--- src/rtl/tick_scheduler.sv ---
// tick_scheduler: free-running pixel / scan enables plus a start/pause/stop
// game-step scheduler with a step request handshake and overrun detection.
// Optional feature: define TICK_OVERRUN_CNT_EN to build the saturating
// 8-bit overrun event counter; otherwise overrun_cnt is tied to zero.
module tick_scheduler #(
    parameter int SCAN_DIV  = 262144,
    parameter int STEP_BASE = 16777216
) (
    input  logic       clk_100M,
    input  logic       rst_n,
    input  logic       start,
    input  logic       pause,
    input  logic       stop,
    input  logic [1:0] speed,
    input  logic       step_ack,
    output logic       pix_en,
    output logic       scan_en,
    output logic       step_req,
    output logic [1:0] state,
    output logic       overrun,
    output logic [7:0] overrun_cnt
);

    // Scan counter only needs to reach SCAN_DIV-1; the step counter width also
    // holds the full period value STEP_BASE so the shifted period fits.
    localparam int SW = (SCAN_DIV > 2) ? $clog2(SCAN_DIV) : 1;
    localparam int CW = $clog2(STEP_BASE) + 1;

    localparam logic [SW-1:0] SCAN_LAST   = SW'(SCAN_DIV - 1);
    localparam logic [CW-1:0] STEP_BASE_W = CW'(STEP_BASE);

    typedef enum logic [1:0] {
        ST_IDLE   = 2'b00,
        ST_RUN    = 2'b01,
        ST_PAUSED = 2'b10
    } state_e;

    state_e        state_q, state_d;
    logic [1:0]    pix_cnt_q;
    logic          pix_en_q;
    logic [SW-1:0] scan_cnt_q, scan_cnt_d;
    logic          scan_en_q;
    logic [CW-1:0] step_cnt_q, step_cnt_d;
    logic          step_req_q, step_req_d;
    logic          overrun_q, overrun_d;

    logic [CW-1:0] step_period;
    logic          step_term;
    logic          run_entry;
    logic          ovr_evt;

    // FSM next state: stop beats pause, pause beats start.
    always_comb begin
        state_d = state_q;
        if (stop) begin
            state_d = ST_IDLE;
        end else begin
            case (state_q)
                ST_IDLE:   if (start)  state_d = ST_RUN;
                ST_RUN:    if (pause)  state_d = ST_PAUSED;
                ST_PAUSED: if (!pause) state_d = ST_RUN;
                default:               state_d = ST_IDLE;
            endcase
        end
    end

    // FSM state register.
    always_ff @(posedge clk_100M or negedge rst_n) begin
        if (!rst_n) begin
            state_q <= ST_IDLE;
        end else begin
            state_q <= state_d;
        end
    end

    // Step terminal uses >= so a speed change that shortens the period
    // mid-count fires on the very next RUN cycle instead of wrapping.
    assign step_period = STEP_BASE_W >> speed;
    assign step_term   = (state_q == ST_RUN) && (step_cnt_q >= step_period - CW'(1));
    assign run_entry   = (state_q == ST_IDLE) && (state_d == ST_RUN);
    assign ovr_evt     = step_term && step_req_q && !step_ack;

    // Datapath next values: scan wrap, step count, request and overrun flags.
    always_comb begin
        scan_cnt_d = (scan_cnt_q == SCAN_LAST) ? '0 : scan_cnt_q + SW'(1);

        step_cnt_d = step_cnt_q;
        if ((state_d == ST_IDLE) || run_entry) begin
            step_cnt_d = '0;
        end else if (state_q == ST_RUN) begin
            step_cnt_d = step_term ? '0 : step_cnt_q + CW'(1);
        end

        // A new terminal outranks an acknowledge in the same cycle.
        step_req_d = step_req_q;
        if (state_d == ST_IDLE) begin
            step_req_d = 1'b0;
        end else if (step_term) begin
            step_req_d = 1'b1;
        end else if (step_ack) begin
            step_req_d = 1'b0;
        end

        overrun_d = overrun_q;
        if (run_entry) begin
            overrun_d = 1'b0;
        end else if (ovr_evt) begin
            overrun_d = 1'b1;
        end
    end

    // Timing counters, registered enables and scheduler flags.
    always_ff @(posedge clk_100M or negedge rst_n) begin
        if (!rst_n) begin
            pix_cnt_q  <= '0;
            pix_en_q   <= 1'b0;
            scan_cnt_q <= '0;
            scan_en_q  <= 1'b0;
            step_cnt_q <= '0;
            step_req_q <= 1'b0;
            overrun_q  <= 1'b0;
        end else begin
            pix_cnt_q  <= pix_cnt_q + 2'd1;
            pix_en_q   <= (pix_cnt_q == 2'd3);
            scan_cnt_q <= scan_cnt_d;
            scan_en_q  <= (scan_cnt_q == SCAN_LAST);
            step_cnt_q <= step_cnt_d;
            step_req_q <= step_req_d;
            overrun_q  <= overrun_d;
        end
    end

`ifdef TICK_OVERRUN_CNT_EN
    logic [7:0] ovr_cnt_q, ovr_cnt_d;

    // Overrun event counter: saturates at 255, clears together with overrun.
    always_comb begin
        ovr_cnt_d = ovr_cnt_q;
        if (run_entry) begin
            ovr_cnt_d = 8'd0;
        end else if (ovr_evt && (ovr_cnt_q != 8'hFF)) begin
            ovr_cnt_d = ovr_cnt_q + 8'd1;
        end
    end

    // Overrun counter register.
    always_ff @(posedge clk_100M or negedge rst_n) begin
        if (!rst_n) begin
            ovr_cnt_q <= 8'd0;
        end else begin
            ovr_cnt_q <= ovr_cnt_d;
        end
    end

    assign overrun_cnt = ovr_cnt_q;
`else
    assign overrun_cnt = 8'd0;
`endif

    assign pix_en   = pix_en_q;
    assign scan_en  = scan_en_q;
    assign step_req = step_req_q;
    assign state    = state_q;
    assign overrun  = overrun_q;

endmodule

--- config.mk ---
export PLATFORM = sky130hd
export DESIGN_NAME = tick_scheduler
export DESIGN_NICKNAME = d
export VERILOG_FILES = /design/src/rtl/tick_scheduler.sv
export SDC_FILE = /design/constraint.sdc
export NUM_CORES = 1
export LEC_CHECK = 0
export CAP_MARGIN = 20
export CELL_PAD_IN_SITES_DETAIL_PLACEMENT = 0
export CELL_PAD_IN_SITES_GLOBAL_PLACEMENT = 2
export CORE_UTILIZATION = 40
export DETAILED_ROUTE_END_ITERATION = 12
export PLACE_DENSITY = 0.82
export SYNTH_ARGS = -nofsm -noshare
export SYNTH_HDL_FRONTEND = slang
export SYNTH_SLANG_ARGS = --single-unit
--- constraint.sdc ---
create_clock -name clk_100M -period 3.4 [get_ports clk_100M]
set_input_delay 0.51 -clock clk_100M [delete_from_list [all_inputs] [get_ports clk_100M]]
set_output_delay 0.51 -clock clk_100M [all_outputs]
set_load 0.005 [all_outputs]
Word-level counts from Yosys, hierarchy flattened. Cells that the tools add are included.

Register bits: 51. Input port bits: 8.

$add $sub $neg: 4. $lt $le $gt $ge: 1. Equal/unequal tests: 5. Shift operators: 1. Muxes and demuxes: 14. Reduce and logical (&&, ||, !) cells: 11.

Operators by type and width (number): 2-to-1 mux 25 bit (3); adder 25 x 1 -> 25 bit (second input constant) (1); greater-or-equal comparator 25 bit (1); >> shifter 25 x 2 -> 25 bit (first input constant) (1); subtractor 25 x 1 -> 25 bit (second input constant) (1); adder 18 x 1 -> 18 bit (second input constant) (1); equality test 18 bit (second input constant) (1); 2-to-1 mux 18 bit (1); 2-to-1 mux 2 bit (4); case mux 2 bit (3 select lines) (1); 2-to-1 mux 1 bit (5); equality test 2 x 1 -> 1 bit (second input constant) (2); equality test 2 bit (second input constant) (2); logical AND 1 bit (4); logical NOT 2 bit (2); nonzero test 2 bit (2); nonzero test 3 bit (1); adder 2 x 1 -> 2 bit (second input constant) (1); logical NOT 1 bit (1); logical OR 1 bit (1).

Logic depth before layout (Yosys ltp). Gate-level depths: netlist (run 1).

Depth after elaboration: 8. Gate-level depth with buffers: 8. Mapped depth without buffers: 7.

Worst setup path before layout (run 1). No wires, ideal clock.

Path type: input-to-reg. From: input speed[1]. To: register step_cnt_q[23]. Library setup time: 0.069 ns. Arrival: 2.198 ns. Required time: 3.331 ns. Path slack: 1.132 ns. Stages: 8. Buffers on the path: 1. Path through: or2_2 > ha_1 > nand4_1 > nor4_1 > a32oi_2 > buf_2 > or3b_2 > nand3_1.

Cells in the longest elaborated chain, start to end: 7.

RTL lines: start, declared (RTL line 14) `input logic [1:0] speed,`; >> shifter 25 x 2 -> 25 bit (RTL line 78) `assign step_period = STEP_BASE_W >> speed;`; subtractor 25 x 1 -> 25 bit (RTL line 79) `assign step_term = (state_q == ST_RUN) && (step_cnt_q >= step_period - CW'(1));`; greater-or-equal comparator 25 bit (RTL line 79); logical AND 1 bit (RTL line 79); 2-to-1 mux 25 bit (RTL line 91) `step_cnt_d = step_term ? '0 : step_cnt_q + CW'(1);`; 2-to-1 mux 25 bit (RTL line 90) `end else if (state_q == ST_RUN) begin`; 2-to-1 mux 25 bit (RTL line 88) `if ((state_d == ST_IDLE) || run_entry) begin`; end signal, assigned (RTL line 127) `step_cnt_q <= step_cnt_d;`; end, declared (RTL line 43) `logic [CW-1:0] step_cnt_q, step_cnt_d;`.

No other way between the ends. The select of a mux whose other input is x is not followed. A chain may end at the register's enable or synchronous reset.

Worst setup path in the final report (run 1).
From: input speed[1]. To: register step_cnt_q[8].

Same word-level chain as after synthesis.

==> results of run 1 <==
-- worst paths after layout --
check / from / to / slack (ps) / cells after the start
max: speed[1] / step_cnt_q[8] / 780 / 9
min: rst_n / pix_cnt_q[0] / 220 / 1
max reg2reg: step_cnt_q[0] / step_cnt_q[8] / 1240 / 7
min reg2reg: pix_cnt_q[0] / pix_cnt_q[0] / 430 / 1
max in group asynchronous: rst_n / step_cnt_q[20] / 2410 / 2
min in group clk_100M: pix_cnt_q[0] / pix_cnt_q[0] / 430 / 1
-- flip-flops by register name, indices dropped and copies added (netlist names) --
signal / count
pix_en: 1
pix_cnt_q: 2
step_cnt_q: 25
overrun: 1
step_req: 1
state: 2
scan_cnt_q: 18
scan_en: 1
-- cell usage after synthesis, types with 2 or more instances --
cell type / instances / area [um2]
a21oi_1: 5 / 25.0
and2_1: 3 / 18.8
and3_1: 11 / 68.8
and4_1: 5 / 43.8
buf_2: 3 / 15.0
buf_4: 8 / 60.1
clkbuf_1: 4 / 15.0
conb_1: 2 / 7.51
dfrtp_1: 51 / 1280
ha_1: 7 / 87.6
inv_1: 7 / 26.3
nand2_1: 23 / 86.3
nand2b_1: 2 / 12.5
nand3_1: 20 / 100
nand3b_1: 4 / 30.0
nand4_1: 16 / 100
nor2_1: 35 / 131
nor2b_1: 2 / 12.5
nor3_1: 11 / 55.1
nor4_1: 3 / 18.8
o21a_1: 2 / 15.0
o21ai_0: 6 / 30.0
or3b_2: 3 / 26.3
xnor2_1: 17 / 149
xor2_1: 14 / 123
-- stage by stage --
step	setup WS [ps]	area [um2]	utilization, %	power, mW	std cells
after CTS	776	3020	46.8	1.12	377
after global placement	570	2910	45.0	0.681	369
after floorplan	1130	2750	-	0.658	290
after global routing	612	3020	46.8	1.15	377
after detailed placement	458	2910	45.0	0.682	369
final	782	3020	46.8	1.10	377
-- worst max-delay path: stages --
cell and delay [ps]:
clkdlybuf4s50_1 440, or2_2 310, ha_1 290, nand4_1 120, nor4_1 360, a32oi_2 190, a31oi_4 230, buf_4 260
nor2_1 80
-- power by group through the flow --
stage | logic (mW) | registers, mW | clock network [mW]
4_1_cts | 0.0581 | 0.612 | 0.451
3_3_place_gp | 0.0574 | 0.624 | 0
6_report | 0.0563 | 0.612 | 0.435
2_1_floorplan | 0.0343 | 0.623 | 0
3_5_place_dp | 0.0577 | 0.624 | 0
5_1_grt | 0.0632 | 0.613 | 0.470
-- cell type report --
cell class	count	area (um2)	area share [%]
flip-flops and latches	51	1280	42.2
repair buffers	18	163	5.38
well taps	77	96.3	3.19
clock inverters	3	46.3	1.53
multi-input cells	216	1350	44.5
clock buffers	5	68.8	2.28
inverters	7	26.3	0.870
-- routing by layer --
metal	part of all wire, %	wire length [um]	global-route usage [%]
met5	0	0	0
met4	1.3	67	4.62
met3	3.8	201	3.24
met2	41	2220	23.9
met1	54	2870	24.9
-- placed cells by master (no fill, tap or decap), drive strengths merged, types with 8 or more instances in the layout --
cell,count
nor3,11
dfrtp,51
xnor2,17
nor2,35
nand2,24
and3,11
inv,8
nand4,16
xor2,14
nand3,20
conb,9
clkdlybuf4s50,12
-- kinds of logic (layout without fill, tap and decap cells) --
| logic type | count (synthesis) | in the layout | share of synthesized area [%] |
|---|---|---|---|
| muxes | 1 | 1 | 0.368 |
| other | 2 | 9 | 0.276 |
| buffers and inverters | 23 | 33 | 4.69 |
| and+or+nand+nor | 148 | 148 | 29.1 |
| AOI/OAI and AO/OA | 20 | 20 | 5.47 |
| DFF | 51 | 51 | 46.9 |
| xor gates and xnor gates | 31 | 31 | 9.97 |
| adders and majority gates | 7 | 7 | 3.22 |
==> flow_metrics.py, run 1 <==
metrics = {
    "status": {
        "outcome": "complete, but fails checks",
        "violations": "design-rule violations",
    },
    "clocking": {
        "cts_setup_buffers": 0,
        "numCtsBuffers": 5,
        "htree_levels": 2,
        "cts_buffer_depth": 2,
        "cts.sinks": 51,
        "clkTransAtPathRegs_ps": 100,
        "clkLatencyLatePin_ps": 310,
        "cts-root-buf": "clkbuf_8",
        "cts-resized-gates": 0,
        "ctsHoldBuffers": 0,
        "cts_tree": "done",
    },
    "detailed_routing": {
        "drt_first_pass_iters": 8,
        "first_iter_violations": 144,
        "wl_per_cell_um": 14.2,
        "viasPerCell": 5.35,
        "wl_mm": 5.36,
        "dr_total_vias": 2018,
        "final_antenna_net_count": 0,
        "drc_errors": 8,
    },
    "power_and_ir_drop": {
        "intPower_mw": 0.851,
        "power_frac_comb_pct": 5.1,
        "ir_drop_mv": 0.173,
        "seqPwrFrac_pct": 55.5,
        "clkPwrFrac_pct": 39.4,
        "p_sw_mw": 0.252,
        "power_leakage_nw": 1.30,
        "p_per_area_nw_per_um2": 365,
        "switching_share_pct": 22.9,
    },
    "worst_setup_path": {
        "path_class": "in -> reg",
        "path_max_fanout": 18,
        "worstSetupStartpointType": "primary input",
        "critical_path_required_ps": 3590,
        "setup.worst_path.end_class": "flop",
        "worst_ep_arrival_time_ps": 2810,
    },
    "sta": {
        "fin_skew_ps": 10.3,
        "max_freq_mhz": 382,
        "period_needed_ps": 2620,
        "tightestPinTransition_ps": 674,
        "final.setup.tns_ps": 0,
        "hold_viol_final": 0,
        "slew_headroom_pct": 54.6,
        "setup_viol": 0,
        "fin_crit_sh_pct": 77.0,
        "rsz0062_at_grt": "no",
        "slew_viol_final": 0,
        "hold_ws_ps": 223,
    },
    "placement": {
        "dp_hpwl_mm": 3.83,
        "io_buffers": 13,
        "place.gp.congestion": 0.767,
    },
    "die": {
        "fp.coreArea_um2": 6460,
        "io-pin-count": 22,
        "dieArea_um2": 7140,
        "rows": 29,
        "floorplan.initialDensity_pct": 42.2,
        "dieHeight_um": 84.5,
        "dieWidth_um": 84.5,
    },
    "logic_synthesis": {
        "synth_cell_type_count": 44,
        "avgSynthCellArea_um2": 9.62,
        "synth.yosys.seq_area_share_pct": 46.9,
        "synth_ff_type": "dfrtp_1",
        "ys_ff_latch": 51,
        "async_reset_ff_share_pct": 100,
        "netlist_area_um2": 2720,
        "ys_warn_count": 0,
        "syn_inst": 283,
        "synth-edff-count": 0,
    },
    "cells_and_area": {
        "syn_to_final_growth_pct": 11.0,
        "drive_gt1_share_pct": 7.67,
        "num_antenna_cells": 0,
        "layout.nets": 314,
        "fill_cells": 622,
    },
    "hold_path": {
        "min_path_type": "in -> async",
    },
    "grt": {
        "grtUsageTotal_pct": 16.5,
        "grt_pass1_vias": 1904,
        "antenna_found_initial": 0,
        "grt_max_degree": 32,
        "grt_pass1_wl_mm": 9.43,
        "overflow": 0,
    },
    "job": {
        "drv_cap": 0,
    },
}
Power figures use the tool's default switching activity.
==> run 2, diff against run 1 <==
CORE_UTILIZATION = 37   (was 40)
PLACE_DENSITY = 0.76   (was 0.82)
clock period = 2.5 ns   (was 3.4 ns; I/O delays follow)
==> run 2 against run 1 <==
Net effect: the flow now finishes without violations; routed wire length up 0.88%; utilization down 2.1 points; clock-buffer cell count unchanged; sequential share of layout area down 1.1 points; clock skew down 6.7 ps; critical path depth unchanged; first-iteration DRC count down 15%.
==> flow_metrics.py, run 2 (synthesis results as in run 1) <==
metrics = {
    "cells_and_area": {
        "final_common_cell": "dfrtp_1",
        "syn_to_final_growth_pct": 14.0,
        "num_antenna_cells": 0,
        "final_cell_count_no_fill": 402,
        "largest_register_ffs": 25,
        "most-common-layout-cells": "dfrtp_1, nor2_1, nand2_1",
        "top_regs": "step_cnt_q (25), scan_cnt_q (18)",
        "layout.nets": 320,
        "post-route-util_pct": 44.7,
        "drive_gt1_share_pct": 9.48,
        "top_register": "step_cnt_q",
    },
    "sta": {
        "hold_viol_final": 0,
        "setup_viol": 0,
        "slew_viol_final": 0,
        "rsz0062_at_grt": "no",
        "fin_skew_ps": 3.59,
        "slew_headroom_pct": 39.4,
        "max_freq_mhz": 435,
        "hold_ws_ps": 157,
        "period_needed_ps": 2300,
        "tightestPinTransition_ps": 902,
        "fin_crit_sh_pct": 92.0,
    },
    "grt": {
        "grt_use_met2_pct": 24.2,
        "grt-busiest-layer": "met2",
        "grtUsageTotal_pct": 16.1,
        "grt_max_degree": 52,
        "antenna_found_initial": 0,
        "use_met3_pct": 3.11,
        "grt_pass1_vias": 1942,
        "overflow": 0,
        "grt_pass1_wl_mm": 9.49,
        "grtUsageMet1_pct": 23.4,
    },
    "worst_setup_path": {
        "path_max_fanout": 18,
        "path_class": "in -> reg",
        "crit_path_cell_trace": "clkdlybuf4s50_1 > or2_2 > ha_1 > nand4_1 > nor4_1 > a32oi_2 > a31oi_4 > buf_12 > nor2_1",
        "crit_slowest_cell": "clkdlybuf4s50_1",
        "worstSetupStartpointType": "primary input",
        "setup.worst_path.end_class": "flop",
        "critPathMaxStageDelay_ps": 410,
        "critical_path_required_ps": 2710,
        "worst_ep_arrival_time_ps": 2500,
    },
    "clocking": {
        "clkTransAtPathRegs_ps": 100,
        "cts-root-buf": "clkbuf_8",
        "cts-resized-gates": 0,
        "cts_buffer_depth": 2,
        "ctsHoldBuffers": 0,
        "clkLatencyLatePin_ps": 300,
        "numCtsBuffers": 5,
        "htree_levels": 2,
        "cts.sinks": 51,
        "cts_tree": "done",
        "cts_setup_buffers": 0,
    },
    "power_and_ir_drop": {
        "p_per_area_nw_per_um2": 487,
        "p_total_mw": 1.51,
        "power_leakage_nw": 1.33,
        "ir_drop_mv": 0.291,
    },
    "detailed_routing": {
        "final_antenna_net_count": 0,
        "first_iter_violations": 122,
        "wl_mm": 5.41,
        "viasPerCell": 4.95,
        "drt_first_pass_iters": 4,
        "dr_total_vias": 1991,
        "drc_errors": 0,
        "wl_per_cell_um": 13.4,
    },
    "die": {
        "dieArea_um2": 7710,
        "dieHeight_um": 87.8,
        "rows": 30,
        "dieWidth_um": 87.8,
        "fp.coreArea_um2": 6940,
        "io-pin-count": 22,
        "floorplan.initialDensity_pct": 39.2,
    },
    "placement": {
        "dp_cells": 394,
        "place.gp.congestion": 0.728,
        "dp_hpwl_mm": 3.86,
        "io_buffers": 13,
    },
    "hold_path": {
        "min_path_type": "in -> async",
    },
    "job": {
        "drv_cap": 0,
    },
    "status": {
        "outcome": "finished clean",
    },
}
-- run 2: changes by cell type in the layout (fill, tap and decap cells not counted), sizes merged --
cell and change:
buf +6
-- run 2: area by class of cell --
| type | count | area, um2 |
|---|---|---|
| fill | 694 | 3840 |
| multi-input combinational | 216 | 1350 |
| sequential | 51 | 1280 |
| timing repair buffer | 24 | 220 |
| tap | 96 | 120 |
| clock buffer | 5 | 68.8 |
| clock inverter | 3 | 46.3 |
| inverter | 7 | 26.3 |
-- run 2: layer usage --
layer	vias up	routed length [um]
met3	8	138
met5	-	0
met2	21	2420
li1	1021	-
met1	941	2780
met4	0	67
-- run 2: worst max-delay path: cells and delay by family --
family                   cells  cell delay [ps]
adder cells (fa/ha/maj)      1              300
AO/OA/AOI/OAI                2              440
buffers and inverters        2              580
AND/OR/NAND/NOR              4              800
-- run 2: final timing paths --
kind | slack [ps] | to | startpoint | cells past startpoint
max | 200 | step_cnt_q[24] | speed[1] | 9
min reg2reg | 430 | pix_cnt_q[0] | pix_cnt_q[0] | 1
min in group clk_100M | 430 | pix_cnt_q[0] | pix_cnt_q[0] | 1
max reg2reg | 490 | step_cnt_q[21] | step_cnt_q[0] | 7
min | 160 | step_cnt_q[24] | rst_n | 2
max in group asynchronous | 1860 | step_cnt_q[15] | rst_n | 2
-- run 2: power by group --
group	switching (mW)	total [mW]	internal [mW]
sequential	0.00483	0.832	0.827
clock	0.293	0.594	0.302
combinational	0.0492	0.0830	0.0338
total	0.347	1.51	1.16
-- run 2: stage by stage --
stage                     area (um2)  setup WS, ps  setup TNS (ps)
after global routing            3100          29.9               0
after CTS                       3100           191               0
after global placement          2990         -89.5           -1700
after detailed placement        2990          -137           -2970
final                           3100           201               0
after floorplan                 2750           367               0
==> run 3, diff against run 2 <==
CTS_CLUSTER_DIAMETER = 60   (was unset)
CTS_CLUSTER_SIZE = 25   (was unset)
SLEW_MARGIN = 15   (was unset)
==> results of run 3 <==
Final layout, timing and power as in run 2 (identical DEF).
